--- config.mk ---
export PLATFORM = sky130hd
export DESIGN_NAME = descriptor_reader_flat
export DESIGN_NICKNAME = d
export VERILOG_FILES = /design/src/rtl/sift_pkg.sv /design/src/rtl/descriptor_reader_if.sv /design/src/rtl/byte_tx_buffer.sv /design/src/rtl/descriptor_reader.sv /design/src/flat_wrapper.sv
export SDC_FILE = /design/constraint.sdc
export NUM_CORES = 1
export LEC_CHECK = 0
export BUFFER_PORTS_ARGS = -buffer_cell sky130_fd_sc_hd__buf_2
export CAP_MARGIN = 20
export CORE_MARGIN = 2
export CORE_UTILIZATION = 25
export CTS_CLUSTER_SIZE = 10
export DETAILED_ROUTE_END_ITERATION = 7
export GPL_TIMING_DRIVEN = 0
export HOLD_SLACK_MARGIN = 0.02
export SLEW_MARGIN = 20
export SYNTH_ARGS = -nofsm -noshare
export SYNTH_HDL_FRONTEND = slang
export SYNTH_HIERARCHICAL = 1
export SYNTH_SLANG_ARGS = --single-unit
export TNS_END_PERCENT = 30
--- constraint.sdc ---
create_clock -name clk -period 7.7 [get_ports clk]
set_clock_uncertainty 0.15 [all_clocks]
set_input_delay 0.77 -clock clk [delete_from_list [all_inputs] [get_ports clk]]
set_output_delay 0.77 -clock clk [all_outputs]
set_load 0.01 [all_outputs]
--- src/rtl/sift_pkg.sv ---
// rtl/sift_pkg.sv - shared types, record constants and width helpers for the SIFT blocks
package sift_pkg;

    typedef enum logic [1:0] {
        O1 = 2'd0,
        O2 = 2'd1,
        O3 = 2'd2
    } octave_t;

    typedef enum logic [2:0] {
        IDLE,
        KEY_WAIT,
        KEY_CHECK,
        DESC_WAIT,
        SEND,
        TERM,
        FINISH
    } state_t;

    localparam int RECORD_LEN = 10;
    localparam logic [7:0] TERM_BYTE = 8'hFF;

    // Histogram word width: 8 bits per subpatch-index bit of a patch.
    function automatic int desc_width(input int patch_size);
        return $clog2((patch_size / 2) * (patch_size / 2)) * 8;
    endfunction

    // Keypoint word width: {x, y, level}.
    function automatic int key_width(input int dimension);
        return 2 * $clog2(dimension) + 1;
    endfunction

endpackage

--- src/rtl/descriptor_reader_if.sv ---
// rtl/descriptor_reader_if.sv - byte stream toward the UART transmitter
interface descriptor_reader_if;
    logic [7:0] tx_data;
    logic       tx_valid;
    logic       tx_ready;

    modport master (output tx_data, output tx_valid, input tx_ready);
    modport slave  (input tx_data, input tx_valid, output tx_ready);
endinterface

--- src/rtl/byte_tx_buffer.sv ---
// rtl/byte_tx_buffer.sv - one-entry holding register between the reader FSM and the byte stream
module byte_tx_buffer (
    input  logic                        clk,
    input  logic                        rst_in,
    input  logic [7:0]                  in_data,
    input  logic                        in_valid,
    output logic                        in_ready,
    descriptor_reader_if.master         tx
);

    // Accept a new byte when empty or when the held byte leaves this cycle.
    assign in_ready = !tx.tx_valid || tx.tx_ready;

    // Hold the byte steady until the consumer takes it.
    always_ff @(posedge clk or posedge rst_in) begin
        if (rst_in) begin
            tx.tx_valid <= 1'b0;
            tx.tx_data  <= 8'h00;
        end else if (in_valid && in_ready) begin
            tx.tx_valid <= 1'b1;
            tx.tx_data  <= in_data;
        end else if (tx.tx_ready) begin
            tx.tx_valid <= 1'b0;
        end
    end

endmodule

--- src/rtl/descriptor_reader.sv ---
// rtl/descriptor_reader.sv - walks keypoint/descriptor BRAMs and streams 10-byte records plus a terminator
module descriptor_reader
    import sift_pkg::*;
#(
    parameter int DIMENSION    = 64,
    parameter int PATCH_SIZE   = 4,
    parameter int READ_LATENCY = 2,
    localparam int AW = $clog2(DIMENSION * DIMENSION),
    localparam int KW = key_width(DIMENSION),
    localparam int DW = desc_width(PATCH_SIZE)
) (
    input  logic                clk,
    input  logic                rst_in,
    input  logic                start,
    output logic [AW-1:0]       key_read_addr,
    input  logic [KW-1:0]       keypoint_read,
    output logic [AW-1:0]       desc_read_addr,
    input  logic [DW-1:0]       desc_read,
    descriptor_reader_if.master tx,
    output logic                done
);

    localparam int REC_W = RECORD_LEN * 8;
    localparam int CW = (READ_LATENCY < 1) ? 1 : $clog2(READ_LATENCY + 1);
    localparam logic [AW-1:0] ADDR_MAX = AW'(DIMENSION * DIMENSION - 1);

    state_t             state;
    octave_t            octave;
    logic [CW-1:0]      cnt;
    logic [1:0]         wcnt;
    logic [3:0]         idx;
    logic [REC_W-1:0]   rec;
    logic               in_valid;
    logic               in_ready;
    logic [7:0]         in_data;

    // Offer the head of the record (or the terminator) to the holding register.
    assign in_valid = (state == SEND) || (state == TERM);
    assign in_data  = (state == TERM) ? TERM_BYTE : rec[REC_W-1 -: 8];

    byte_tx_buffer u_buf (
        .clk      (clk),
        .rst_in   (rst_in),
        .in_data  (in_data),
        .in_valid (in_valid),
        .in_ready (in_ready),
        .tx       (tx)
    );

    // Readout sequencer: keypoint fetch, descriptor gather, record emission.
    always_ff @(posedge clk or posedge rst_in) begin
        if (rst_in) begin
            state          <= IDLE;
            octave         <= O1;
            key_read_addr  <= '0;
            desc_read_addr <= '0;
            done           <= 1'b0;
            cnt            <= '0;
            wcnt           <= '0;
            idx            <= '0;
            rec            <= '0;
        end else begin
            done <= 1'b0;
            case (state)
                IDLE: begin
                    if (start) begin
                        key_read_addr  <= '0;
                        desc_read_addr <= '0;
                        octave         <= O1;
                        cnt            <= '0;
                        state          <= KEY_WAIT;
                    end
                end
                KEY_WAIT: begin
                    if (cnt == CW'(READ_LATENCY - 1)) state <= KEY_CHECK;
                    else cnt <= cnt + CW'(1);
                end
                KEY_CHECK: begin
                    cnt <= '0;
                    if (keypoint_read == '0) begin
                        // Octave separator: move past it, or finish after the last octave.
                        if (key_read_addr != ADDR_MAX) key_read_addr <= key_read_addr + AW'(1);
                        if (octave == O3 || key_read_addr == ADDR_MAX) begin
                            state <= TERM;
                        end else begin
                            octave <= (octave == O1) ? O2 : O3;
                            state  <= KEY_WAIT;
                        end
                    end else begin
                        rec   <= {octave, 1'b0, keypoint_read[KW-1:8], keypoint_read[7:0],
                                  {(REC_W-16){1'b0}}};
                        wcnt  <= '0;
                        idx   <= '0;
                        state <= DESC_WAIT;
                    end
                end
                DESC_WAIT: begin
                    if (cnt == CW'(READ_LATENCY)) begin
                        // Histogram words shift in behind the two key bytes, MSB byte first.
                        cnt              <= '0;
                        rec[REC_W-17:0]  <= {rec[REC_W-17-DW:0], desc_read};
                        if (desc_read_addr != ADDR_MAX) desc_read_addr <= desc_read_addr + AW'(1);
                        wcnt             <= wcnt + 2'd1;
                        if (wcnt == 2'd3) state <= SEND;
                    end else begin
                        cnt <= cnt + CW'(1);
                    end
                end
                SEND: begin
                    if (in_ready) begin
                        rec <= rec << 8;
                        idx <= idx + 4'd1;
                        if (idx == 4'(RECORD_LEN - 1)) begin
                            if (key_read_addr < ADDR_MAX) begin
                                key_read_addr <= key_read_addr + AW'(1);
                                cnt           <= '0;
                                state         <= KEY_WAIT;
                            end else begin
                                state <= TERM;
                            end
                        end
                    end
                end
                TERM: begin
                    if (in_ready) state <= FINISH;
                end
                FINISH: begin
                    // Signal completion only once the terminator has left the buffer.
                    if (!tx.tx_valid) begin
                        done  <= 1'b1;
                        state <= IDLE;
                    end
                end
                default: state <= IDLE;
            endcase
        end
    end

endmodule
--- src/flat_wrapper.sv ---
// flat-port wrapper written by rule: the top's interface ports become plain ports
module descriptor_reader_flat import sift_pkg::*;
#(
    parameter int DIMENSION    = 64,
    parameter int PATCH_SIZE   = 4,
    parameter int READ_LATENCY = 2,
    localparam int AW = $clog2(DIMENSION * DIMENSION),
    localparam int KW = key_width(DIMENSION),
    localparam int DW = desc_width(PATCH_SIZE)
)
  (clk, rst_in, start, key_read_addr, keypoint_read, desc_read_addr, desc_read, done, tx_tx_data, tx_tx_valid, tx_tx_ready);
  descriptor_reader_if tx_i ();
  input  logic clk;
  input  logic rst_in;
  input  logic start;
  output logic [AW-1:0] key_read_addr;
  input  logic [KW-1:0] keypoint_read;
  output logic [AW-1:0] desc_read_addr;
  input  logic [DW-1:0] desc_read;
  output logic done;
  output wire logic [$bits(tx_i.tx_data)-1:0] tx_tx_data;
  output wire logic [$bits(tx_i.tx_valid)-1:0] tx_tx_valid;
  input wire logic [$bits(tx_i.tx_ready)-1:0] tx_tx_ready;
  assign tx_tx_data = tx_i.tx_data;
  assign tx_tx_valid = tx_i.tx_valid;
  assign tx_i.tx_ready = tx_tx_ready;
  descriptor_reader #(.DIMENSION(DIMENSION), .PATCH_SIZE(PATCH_SIZE), .READ_LATENCY(READ_LATENCY)) u_core (.clk(clk), .rst_in(rst_in), .start(start), .key_read_addr(key_read_addr), .keypoint_read(keypoint_read), .desc_read_addr(desc_read_addr), .desc_read(desc_read), .tx(tx_i), .done(done));
endmodule
==> out/qor.csv, run 1 <==
metric;value;unit
status;complete, no violations;
post-route cell area;7630;µm²
area grow syn2layout;21.7;%
Seq/Total Area, Yosys;50.7;%
vias in the first global route;4826;
Post-CTS Setup Repair Bufs;0;
cell internal pwr;1.59;mW
yosys warns;6;
Worst path slowest cell;mux2i_2;
CTS sink cnt;127;
placed inst area;7040;µm²
CP startpoint kind;input port;
Routed WL;15500;µm
R2R Path End;u_core/key_read_addr[11];
synthesized area;6270;µm²
placed cells;1043;
Final min period;2410;ps
Place WS;4840;ps
Synth top cells by count;dfrtp_1, nand2_1, o21ai_0;
Post-DRT Antenna Nets;0;
CP Max Fanout;10;
post_cts resized;0;
max_cap viols;0;
Fill cells;2564;
TritonCTS buffer count;17;
clk slew on worst S/H paths;60;ps
switching pwr;0.921;mW
total power;2.51;mW
Largest stage delay, worst path;490;ps
Mapped Cells;652;
initial core utilization;25.6;%
setup ws final;5290;ps
Worst-Margin Slew;731;ps
Sw Share;36.7;%
initial antenna violation count;0;
critical path cell sequence;buf_2 > nor4_2 > nand4_2 > mux2i_2 > clkbuf_1 > o21ai_0;
Synth top area share;50.7;%
GRT Total Usage;12.4;%
top post-synthesis cells by area;dfrtp_1, nand2_1, a22oi_1;
Bufs on Longest Clock Path;2;
Synth cell types;58;
reg2reg start;u_core/key_read_addr[0];
hold_buf cts;0;
WS Path Type;in -> reg;
setup TNS;0;ps
Max IR drop VDD;0.125;mV
DRT iter0 DRCs;342;
Worst EP required;7830;ps
largest net degree at the start of global routing;73;
flop2flop setup slack;5340;ps
delay-heaviest family, CP;simple AND/OR/NAND/NOR gates;
Clk network pwr share;32.0;%
Synth Flop Type;dfrtp_1;
FF/Latch Area;3180;µm²
WP data arrival;2530;ps
share of layout cells above drive strength 1;19.3;%
Pleak;3.41;nW
# rows;57;
diodes inserted;0;
final hold viol count;0;
Hold Path Class;in -> async;
global route overflow;0;
# port buffers;66;
drt first pass iters;5;
vias per cell;4.68;
Avg WL per Cell;14.4;µm
Slew Limit Fails;0;
combinational power share;31.4;%
post-route clock period utilization;31.3;%
RSZ-0062 raised after global routing;no;
die area;26400;µm²
Mapped Nets;694;
CTS tree;built;
P per Cell Area;329;nW/µm²
area occupied by multi-input gates;2840;µm²
H-tree levels;4;
fin cells;1075;
reg2reg path depth;7;
clock root cell;clkbuf_16;
share of power burned in registers;36.6;%
Worst setup EP type;flop;
Worst slew margin;51.2;%
Yosys reg bits;127;
Final setup viols;0;
count leader, synth;dfrtp_1;
drt drc;0;
total number of vias;5032;
largest area contributor in the netlist;dfrtp_1;
clock latency on the worst-skew pair;420;ps
I/O pin total;67;
placer congestion estimate;0.821;
post-synthesis async set-or-reset flop share;100;%
Post-synth EDFFs;0;
syn_area_per_cell;9.62;µm²
hold slack;193;ps
fin util;31.2;%
Die Wd;162;µm
Final #Nets;780;
global-route wire length before repair;26000;µm
die height;162;µm
core area;24500;µm²
CP bufs+invs;2;
Peak Freq;0.416;GHz
DP HPWL;11200;µm
## placed cells by master (no fill, tap or decap), drive strengths merged, types with 3 or more instances in the layout
cell,n
a211oi,4
a21oi,17
a22o,3
a22oi,56
a31oi,4
and2,3
and3,13
and4,3
buf,93
clkbuf,36
clkinv,4
clkinvlp,4
dfrtp,127
ha,9
inv,13
mux2,9
mux2i,16
nand2,122
nand2b,14
nand3,10
nand4,5
nor2,28
nor2b,4
nor3,6
nor3b,4
o21ai,107
or3,3
xnor2,4
xor2,5
## layout make-up
| type | count | area share (%) |
|---|---|---|
| clock inverters | 12 | 1.77 |
| inverters | 11 | 0.607 |
| clock buffers | 20 | 5.99 |
| plain buffers | 42 | 2.79 |
| multi-input cells | 472 | 37.2 |
| repair buffers | 67 | 4.69 |
| flip-flops and latches | 127 | 41.7 |
| well taps | 324 | 5.31 |
## per-layer routing
layer / part of all wire [%] / GRT usage (%) / routed length, µm / vias to the layer above
met1: 52 / 18.5 / 8000 / 2410
li1: - / - / - / 2504
met2: 43 / 17.7 / 6620 / 106
met3: 4.6 / 2.62 / 716 / 12
met4: 1.0 / 3.98 / 157 / 0
met5: 0 / 0 / 0 / -
## cell families (layout without fill, tap and decap cells)
group           after synthesis  count (layout)  share of synthesized area, %
simple gates                225             225                          17.7
compound gates              204             204                          19.8
flops                       127             127                          50.7
buf+inv                      53             152                          4.05
mux                          25              25                          4.71
fa+ha+maj                     9               9                          1.80
xor+xnor                      9               9                          1.26
## power groups by stage
stage	clock network [mW]	logic, mW	registers, mW
finish	0.802	0.787	0.917
global route	0.852	0.891	0.939
CTS	0.822	0.790	0.917
detailed placement	0	0.788	0.929
global placement	0	0.778	0.925
floorplan	0	0.554	0.915
## worst register-to-register path, stage by stage (launching register included)
cell and delay [ps]:
dfrtp_1 420, ha_1 250, and3_1 230, a41o_1 250, o22ai_2 290, nand4_2 200
or3_1 340, a21oi_1 140
## state kept, by name, summed over array words and instances (netlist names)
signal	flops
u_core/rec	80
u_core/done	1
u_core/u_buf/tx.tx_data	8
u_core/wcnt	2
u_core/cnt	2
u_core/desc_read_addr	12
u_core/octave	2
u_core/idx	4
u_core/state	3
u_core/key_read_addr	12
u_core/u_buf/tx.tx_valid	1
## worst max path at each step
stage | startpoint | to | slack (ps) | cells after the start
detailed placement | keypoint_read[0] | u_core/rec[67] | 4840 | 6
finish | keypoint_read[0] | u_core/rec[70] | 5290 | 6
floorplan | rst_in | u_core/cnt[0] | 3650 | 1
global route | keypoint_read[0] | u_core/rec[70] | 5040 | 6
global placement | rst_in | u_core/rec[2] | 2010 | 2
CTS | keypoint_read[6] | u_core/rec[70] | 5270 | 6
(Power assumes the default switching activity.)
==> run 2: changes to the inputs <==
--- a/config.mk
+++ b/config.mk
@@ -5,6 +5,7 @@
 export SDC_FILE = /design/constraint.sdc
 export NUM_CORES = 1
 export LEC_CHECK = 0
+export ABC_AREA = 1
 export BUFFER_PORTS_ARGS = -buffer_cell sky130_fd_sc_hd__buf_2
 export CAP_MARGIN = 20
 export CORE_MARGIN = 2
==> constraint.sdc (replaced) <==
create_clock -name clk -period 2 [get_ports clk]
set_clock_uncertainty 0.15 [all_clocks]
set_input_delay 0.2 -clock clk [delete_from_list [all_inputs] [get_ports clk]]
set_output_delay 0.2 -clock clk [all_outputs]
set_load 0.01 [all_outputs]
==> out/qor.csv, run 2 <==
metric;value;unit;change
status;complete, no violations;;unchanged
delay-heaviest family, CP;buffers and inverters;;was simple AND/OR/NAND/NOR gates
Seq/Total Area, Yosys;44.6;%;was 50.7%
Synth Flop Type;dfrtp_1;;unchanged
CTS sink cnt;127;;unchanged
Final #Nets;1093;;was 780
hold slack;25.2;ps;was 193 ps
Final min period;1900;ps;
Most flops, register;u_core/rec;;unchanged
diodes inserted;0;;unchanged
placed inst area;8030;µm²;was 7040 µm²
drt drc;0;;unchanged
syn_area_per_cell;7.73;µm²;was 9.62 µm²
Hold Crit Depth;5;;
Mapped Cells;922;;was 652
global-route wire length before repair;30400;µm;was 26000 µm
clk slew on worst S/H paths;60;ps;about the same
Worst path slowest cell;dlygate4sd3_1;;was mux2i_2
CP bufs+invs;4;;was 2
H-tree levels;4;;unchanged
total power;11.2;mW;was 2.51 mW
reg2reg path depth;8;;was 7
final hold viol count;0;;unchanged
Yosys reg bits;127;;unchanged
vias in the first global route;5997;;was 4826
vias per cell;4.45;;was 4.68
# port buffers;66;;unchanged
max_cap viols;0;;unchanged
Fill cells;2985;;was 2564
Largest stage delay, worst path;540;ps;was 490 ps
Clk network pwr share;29.6;%;was 32.0%
synthesized area;7130;µm²;was 6270 µm²
GRT Total Usage;12.5;%;was 12.4%
reg2reg start;u_core/state[0];;was u_core/key_read_addr[0]
Slew Limit Fails;0;;unchanged
core area;27900;µm²;was 24500 µm²
Post-DRT Antenna Nets;0;;unchanged
area occupied by multi-input gates;3270;µm²;was 2840 µm²
post-route clock period utilization;95.0;%;
CTS tree;built;;unchanged
die height;173;µm;was 162 µm
clock latency on the worst-skew pair;430;ps;was 420 ps
Synth top cells by count;nand2_1, dfrtp_1, nand3_1;;was dfrtp_1, nand2_1, o21ai_0
CP startpoint kind;input port;;unchanged
Sw Share;39.9;%;was 36.7%
fin cells;1442;;was 1075
Bufs on Longest Clock Path;2;;unchanged
combinational power share;39.5;%;was 31.4%
# rows;61;;was 57
R2R Path End;u_core/rec[57];;was u_core/key_read_addr[11]
switching pwr;4.48;mW;was 0.921 mW
global route overflow;0;;unchanged
initial antenna violation count;0;;unchanged
count leader, synth;nand2_1;;was dfrtp_1
share of power burned in registers;30.8;%;was 36.6%
Hold Path Class;in -> reg;;was in -> async
share of layout cells above drive strength 1;19.5;%;was 19.3%
hold path startpoint;tx_tx_ready;;
Pleak;4.49;nW;was 3.41 nW
total number of vias;6420;;was 5032
drt first pass iters;5;;unchanged
Max IR drop VDD;0.564;mV;was 0.125 mV
yosys warns;6;;unchanged
Synth top area share;44.6;%;was 50.7%
WS Path Type;in -> reg;;unchanged
WP data arrival;2070;ps;was 2530 ps
largest net degree at the start of global routing;34;;was 73
largest area contributor in the netlist;dfrtp_1;;unchanged
Routed WL;18200;µm;was 15500 µm
P per Cell Area;1240;nW/µm²;was 329 nW/µm²
placer congestion estimate;0.803;;was 0.821
Worst-Margin Slew;515;ps;was 731 ps
initial core utilization;25.5;%;was 25.6%
TritonCTS buffer count;17;;unchanged
Avg WL per Cell;12.6;µm;was 14.4 µm
RSZ-0062 raised after global routing;yes;;was no
critical path cell sequence;dlygate4sd3_1 > buf_2 > or2_1 > nor2_2 > nand3_4 > buf_4 > buf_6 > nand3_1 > nand2_1;;was buf_2 > nor4_2 > nand4_2 > mux2i_2 > clkbuf_1 > o21ai_0
die area;29900;µm²;was 26400 µm²
post-synthesis async set-or-reset flop share;100;%;unchanged
flop2flop setup slack;100;ps;was 5340 ps
Synth cell types;43;;was 58
CP Max Fanout;10;;unchanged
placed cells;1370;;was 1043
Worst setup EP type;flop;;unchanged
Worst slew margin;65.7;%;was 51.2%
Largest register FFs;80;;unchanged
biggest regs;u_core/rec (80), u_core/desc_read_addr (12), u_core/key_read_addr (12);;unchanged
Die Wd;173;µm;was 162 µm
most frequent cells in the layout;nand2_1, dfrtp_1, nand3_1;;was dfrtp_1, nand2_1, buf_2
I/O pin total;67;;unchanged
Worst EP required;2170;ps;was 7830 ps
clock root cell;clkbuf_16;;unchanged
Post-synth EDFFs;0;;unchanged
top post-synthesis cells by area;dfrtp_1, nand2_1, nand3_1;;was dfrtp_1, nand2_1, a22oi_1
cell internal pwr;6.76;mW;was 1.59 mW
most common cell after layout, fill and taps aside;nand2_1;;was dfrtp_1
Mapped Nets;964;;was 694
Final setup viols;0;;unchanged
post-route cell area;9090;µm²;was 7630 µm²
FF/Latch Area;3180;µm²;about the same
Peak Freq;0.526;GHz;
Hold Path Sink;u_core/u_buf/tx.tx_valid;;
DP HPWL;13100;µm;was 11200 µm
fin util;32.6;%;was 31.2%
area grow syn2layout;27.6;%;was 21.7%
DRT iter0 DRCs;536;;was 342
==> run 2: changes by cell type after synthesis, sizes merged, moves of 15 or more <==
| cell | delta |
|---|---|
| nand2 | +212 |
| a22oi | -54 |
| nor2 | +20 |
| o21ai | -52 |
| buf | +15 |
| inv | +79 |
| o22ai | +39 |
| nand3 | +92 |
==> run 2: cells by family (layout without fill, tap and decap cells) <==
group / Yosys count / after routing / share of synthesized area (%)
and+or+nand+nor: 515 / 515 / 31.5
buffers and inverters: 139 / 281 / 10.0
DFF: 127 / 127 / 44.6
AOI/OAI and AO/OA: 112 / 112 / 9.70
muxes: 12 / 12 / 1.68
adders and majority gates: 9 / 9 / 1.58
xor gates and xnor gates: 8 / 8 / 0.983
==> run 2: worst max path at each step <==
stage / cells past startpoint / to / startpoint
3_5_place_dp: 10 / u_core/desc_read_addr[0] / u_core/desc_read_addr[0]
2_1_floorplan: 1 / u_core/cnt[0] / rst_in
6_report: 9 / u_core/rec[57] / keypoint_read[1]
5_1_grt: 10 / u_core/desc_read_addr[9] / u_core/desc_read_addr[1]
4_1_cts: 10 / u_core/key_read_addr[9] / keypoint_read[1]
3_3_place_gp: 2 / u_core/rec[3] / rst_in
==> run 2: repair_timing <==
| action | in CTS | in global routing |
|---|---|---|
| endpoints found under the hold margin | 71 | 0 |
| endpoints found under the setup margin | 10 | 93 |
| hold buffers | 29 | 0 |
| setup buffers | 0 | 10 |
| pin swaps | 0 | 2 |
| gates resized for setup | 2 | 25 |
| gates cloned | 0 | 1 |
==> run 2: area by class of cell <==
type / instances / area share (%)
multi-input combinational: 656 / 36.0
clock buffer: 17 / 4.68
inverter: 91 / 3.84
tap: 378 / 5.20
clock inverter: 15 / 2.19
sequential: 127 / 35.0
timing repair buffer: 110 / 8.82
buffer: 48 / 4.29
==> run 2: power groups by stage <==
stage / sequential, mW / combinational (mW) / clock (mW)
final: 3.46 / 4.44 / 3.33
after global routing: 3.55 / 4.96 / 3.51
after CTS: 3.47 / 4.20 / 3.39
after detailed placement: 3.51 / 4.14 / 0
after global placement: 3.50 / 4.06 / 0
after floorplan: 3.48 / 3.03 / 0
==> run 2: per-stage QoR <==
stage | setup WS, ps | setup TNS (ps)
global route | -31.8 | -101
finish | 99.4 | 0
global placement | -686 | -79460
detailed placement | -35.2 | -184
floorplan | 209 | 0
CTS | 11.1 | 0
==> run 2: worst min-delay path: cells and delay by family <==
kind / cells / cell delay (ps)
buffers and inverters: 2 / 110
and+or+nand+nor: 3 / 260
==> run 2: metal layers <==
layer  global-route usage [%]  part of all wire (%)
met1                     17.9                    50
met2                     18.9                    45
met3                     2.46                   4.6
met4                     3.67                   1.0
met5                        0                     0
